`src/rtl/serial_subtractor_pkg.sv`:
```
// Shared definitions for the bit-serial subtractor: FSM state encoding and
// the supported operand-width range.
package serial_subtractor_pkg;

  typedef enum logic [1:0] {
    ST_IDLE = 2'b00,
    ST_RUN  = 2'b01,
    ST_DONE = 2'b10
  } state_e;

  localparam int WIDTH_MIN = 2;
  localparam int WIDTH_MAX = 64;

  function automatic bit width_ok(input int w);
    return (w >= WIDTH_MIN) && (w <= WIDTH_MAX);
  endfunction

endpackage

```
`src/rtl/serial_subtractor_full_subtractor.sv`:
```
// One-bit full subtractor (x - y - bin) built from two half-subtractor
// stages whose borrows are merged by an OR gate.
module full_subtractor (
  input  logic x,
  input  logic y,
  input  logic bin,
  output logic d,
  output logic bout
);

  logic hd1_s;
  logic hb1_s;
  logic hb2_s;

  // first half stage: x - y
  assign hd1_s = x ^ y;
  assign hb1_s = ~x & y;

  // second half stage: (x - y) - bin
  assign d     = hd1_s ^ bin;
  assign hb2_s = ~hd1_s & bin;

  assign bout  = hb1_s | hb2_s;

endmodule

```
`src/rtl/serial_subtractor.sv`:
```
// Bit-serial unsigned subtractor: diff = a - b, LSB first, one bit per clock,
// with valid/ready handshakes on both the operand and the result side.
module serial_subtractor
  import serial_subtractor_pkg::*;
#(
  parameter int WIDTH = 8
) (
  input  logic             clk,
  input  logic             rst_n,
  input  logic             in_valid,
  output logic             in_ready,
  input  logic [WIDTH-1:0] a,
  input  logic [WIDTH-1:0] b,
  output logic             out_valid,
  input  logic             out_ready,
  output logic [WIDTH-1:0] diff,
  output logic             borrow
);

  localparam int CW = (WIDTH > 1) ? $clog2(WIDTH) : 1;
  localparam logic [CW-1:0] CNT_LAST = CW'(WIDTH - 1);

  generate
    if (!width_ok(WIDTH)) begin : g_bad_width
      $error("serial_subtractor: WIDTH out of supported range");
    end
  endgenerate

  state_e           state_r;
  logic [WIDTH-1:0] sa_r;
  logic [WIDTH-1:0] sb_r;
  logic [WIDTH-1:0] res_r;
  logic [CW-1:0]    cnt_r;
  logic             br_r;
  logic             fs_d_s;
  logic             fs_bo_s;

  full_subtractor u_fs (
    .x    (sa_r[0]),
    .y    (sb_r[0]),
    .bin  (br_r),
    .d    (fs_d_s),
    .bout (fs_bo_s)
  );

  // FSM, operand shifters, bit counter, borrow FF and registered outputs
  always_ff @(posedge clk) begin
    if (!rst_n) begin
      state_r   <= ST_IDLE;
      sa_r      <= '0;
      sb_r      <= '0;
      res_r     <= '0;
      cnt_r     <= '0;
      br_r      <= 1'b0;
      in_ready  <= 1'b1;
      out_valid <= 1'b0;
      diff      <= '0;
      borrow    <= 1'b0;
    end else begin
      case (state_r)
        ST_IDLE: begin
          if (in_valid) begin
            sa_r     <= a;
            sb_r     <= b;
            res_r    <= '0;
            br_r     <= 1'b0;
            cnt_r    <= '0;
            in_ready <= 1'b0;
            state_r  <= ST_RUN;
          end
        end
        ST_RUN: begin
          sa_r  <= sa_r >> 1;
          sb_r  <= sb_r >> 1;
          res_r <= {fs_d_s, res_r[WIDTH-1:1]};
          br_r  <= fs_bo_s;
          cnt_r <= cnt_r + CW'(1);
          // last bit: publish the assembled result together with the final borrow
          if (cnt_r == CNT_LAST) begin
            diff      <= {fs_d_s, res_r[WIDTH-1:1]};
            borrow    <= fs_bo_s;
            out_valid <= 1'b1;
            state_r   <= ST_DONE;
          end
        end
        ST_DONE: begin
          if (out_ready) begin
            out_valid <= 1'b0;
            in_ready  <= 1'b1;
            state_r   <= ST_IDLE;
          end
        end
        default: begin
          out_valid <= 1'b0;
          in_ready  <= 1'b1;
          state_r   <= ST_IDLE;
        end
      endcase
    end
  end

endmodule

```
`config.mk`:
```
export PLATFORM = sky130hd
export DESIGN_NAME = serial_subtractor
export DESIGN_NICKNAME = d
export VERILOG_FILES = /design/src/rtl/serial_subtractor_pkg.sv /design/src/rtl/serial_subtractor_full_subtractor.sv /design/src/rtl/serial_subtractor.sv
export SDC_FILE = /design/constraint.sdc
export NUM_CORES = 1
export LEC_CHECK = 0
export BUFFER_PORTS_ARGS = -buffer_cell sky130_fd_sc_hd__buf_2
export CORE_MARGIN = 4
export CORE_UTILIZATION = 57
export CTS_CLUSTER_SIZE = 16
export DETAILED_ROUTE_END_ITERATION = 7
export PLACE_DENSITY_LB_ADDON = 0.15
export SLEW_MARGIN = 20
export SYNTH_ARGS = -nofsm -noshare
export SYNTH_HDL_FRONTEND = slang
export SYNTH_SLANG_ARGS = --single-unit
```
`constraint.sdc`:
```
create_clock -name clk -period 2.1 [get_ports clk]
set_input_delay 0.105 -clock clk [delete_from_list [all_inputs] [get_ports clk]]
set_output_delay 0.105 -clock clk [all_outputs]
set_load 0.01 [all_outputs]
```
==> reports/qor.txt <==
CP arrival -> 1.89 ns
Die X-Extent -> 61.3 microns
status -> completed
Mapped Cells -> 174
core box area -> 2730 sq um
Net Sw Power -> 0.336 mW
Vias -> 1304
synth cell count leaders -> dfxtp_1, nand2_1, a21oi_1, inv_1, o221ai_1
Slew headroom -> 54.5%
Worst Tran Pin Value -> 0.681 ns
initial antenna violation count -> 0
worst-skew pair later-pin latency -> 0.35 ns
number of synthesized register bits -> 40
fillcell total -> 232
worst vdd ir -> 0.596 mV
vias in the first global route -> 1205
crit share post-route -> 76.0%
setup TNS -> 0 ns
die area -> 3760 sq um
R2R setup slack -> 0.50 ns
CP Capture Type -> flop
Synth area leader -> dfxtp_1
first-pass GRT wire length -> 5.35 mm
Final ANT Viol Nets -> 0
Resize count post-CTS -> 0
Slew Limit Fails -> 0
count of final hold-check violations -> 0
Ant. Diodes -> 0
YS warnings -> 0
starting density of the core -> 59.2%
sequential share of the synthesized area -> 49.5%
Clk pin slew, worst setup/hold paths -> 0.11 ns
CTS Buf Count -> 5
R2R depth -> 3
routability cong. -> 0.725
Synth-to-Final Area Change -> 14.5%
Worst Setup SP -> state_r[0]
EDFF count, synth -> 0
Critical Path End -> res_r[6]
root buf cell -> clkbuf_4
top post-synthesis cells by area -> dfxtp_1, o221ai_1, a21oi_1
Max clock buf depth -> 2
Setup-failing EPs final -> 0
total track usage -> 19.8%
Pint -> 1.17 mW
Post CTS Setup Buffer Count -> 0
Synth Flop Type -> dfxtp_1
DR vias/cell -> 5.62
# IOs -> 31
most instantiated library cell after synthesis -> dfxtp_1
CP required -> 2.39 ns
Net Sw Frac -> 22.4%
MaxCap Viol Count -> 0
share of synthesized registers carrying an async set or reset -> 0%
detailed placement HPWL -> 2.19 mm
First-pass DRT Iterations -> 4
startpoint types -> flop
largest net degree at the start of global routing -> 41
fin crit period -> 1.60 ns
DR DRC count -> 0
Cell Rows -> 19
HP Class -> primary input to flop
PortBufs -> 30
H-tree Lvls -> 2
maximum fanout along the worst path -> 14
area occupied by multi-input gates -> 694 sq um
fraction of layout cells with a size suffix above 1 -> 20.9%
hold buffers post-CTS -> 0
Post-Route Skew -> 0.00840 ns
Layout Nets -> 223
Logic pwr share -> 8.7%
1st-iter DRT viols -> 80
CTS sink cnt -> 40
FF-to-FF Start -> state_r[0]
R2R Path End -> res_r[6]
register area -> 801 sq um
total grt overflow -> 0
Die Ht -> 61.3 microns
Setup CP Type -> flop to flop
area fraction of the dominant cell type after synthesis -> 49.5%
synth unique cells -> 30
Fmax -> 627 MHz
TritonCTS clock tree -> done
syn_nets -> 197
Synth Cell Area -> 1620 sq um
syn_area_per_cell -> 9.30 sq um
Seq pwr share -> 54.2%
RSZ-0062 raised after global routing -> no
routed len/inst -> 13.8 microns
LEAKAGE -> 0.760 nW
PD cells -> 811 nW/um^2
clock share of power -> 37.1%
Post-Route Utilization -> 67.8%
DRT Wirelength -> 3.20 mm
-- how the worst min path moves through the flow --
stage	to	slack (ns)	cells after the start	startpoint
after floorplan	state_r[1]	0.33	2	out_ready
final	sa_r[4]	0.07	3	a[4]
after CTS	sb_r[7]	0.07	3	b[7]
after global routing	sa_r[4]	0.07	3	a[4]
after global placement	sa_r[5]	0.43	3	a[5]
after detailed placement	sb_r[6]	0.44	2	sb_r[6]
-- cells in the final DEF (no fill, tap or decap), types with 2 or more instances in the layout --
cell type,n
a21boi_1,9
a21oi_1,16
a22oi_1,9
and2_1,2
buf_2,30
buf_4,2
clkbuf_4,5
clkbuf_8,2
dfxtp_1,40
ha_1,2
inv_1,16
nand2_1,19
nand2b_1,2
nor2_1,3
nor2b_1,11
o21ai_0,3
o221ai_1,14
or3b_1,3
-- power groups by stage --
stage / registers [mW] / logic [mW] / clock network, mW
6_report: 0.815 / 0.131 / 0.558
5_1_grt: 0.820 / 0.148 / 0.605
4_1_cts: 0.814 / 0.132 / 0.572
3_5_place_dp: 0.832 / 0.130 / 0
3_3_place_gp: 0.829 / 0.123 / 0
2_1_floorplan: 0.824 / 0.0964 / 0
-- routing by layer --
metal  part of all wire, %  vias up  track usage (%)
li1                      -      661                -
met1                    46      603             24.4
met2                    46       32             31.9
met3                   5.3        8             3.98
met4                   2.6        0             11.8
met5                     0        -                0
-- cells by family (layout without fill, tap and decap cells) --
group / count (synthesis) / after routing / share of synthesized area (%)
AOI/OAI and AO/OA: 57 / 57 / 25.1
adders and majority gates: 3 / 3 / 2.78
buffers and inverters: 29 / 56 / 7.65
DFF: 40 / 40 / 49.5
muxes: 1 / 1 / 0.618
and+or+nand+nor: 44 / 44 / 14.4
-- worst max-delay path: stages, from the launching register on --
cell and delay [ns]:
dfxtp_1 0.59, nor2b_1 0.62, a22oi_1 0.19, nor2b_1 0.14
-- sequential cells by signal (all words and copies together) (netlist names) --
register   cells
borrow         1
cnt_r          3
br_r           1
diff           8
sb_r           8
sa_r           8
state_r        2
out_valid      1
in_ready       1
res_r          7
-- final cells by class --
cell class | instances | area share (%)
multi-input combinational | 105 | 37.4
inverter | 16 | 3.24
timing repair buffer | 32 | 8.91
clock inverter | 1 | 1.62
clock buffer | 7 | 3.51
sequential | 40 | 43.2
tap | 31 | 2.09
-- metrics by stage --
| stage | std cells | power, mW | instance area (sq um) | setup WS, ns | hold slack, ns |
|---|---|---|---|---|---|
| global placement | 224 | 0.952 | 1760 | 0.609 | 0.432 |
| CTS | 232 | 1.52 | 1850 | 0.495 | 0.0675 |
| finish | 232 | 1.50 | 1850 | 0.505 | 0.0720 |
| floorplan | 174 | 0.921 | 1620 | 0.771 | 0.331 |
| global route | 232 | 1.57 | 1850 | 0.347 | 0.0750 |
| detailed placement | 224 | 0.962 | 1760 | 0.532 | 0.441 |
(Power assumes the default switching activity.)
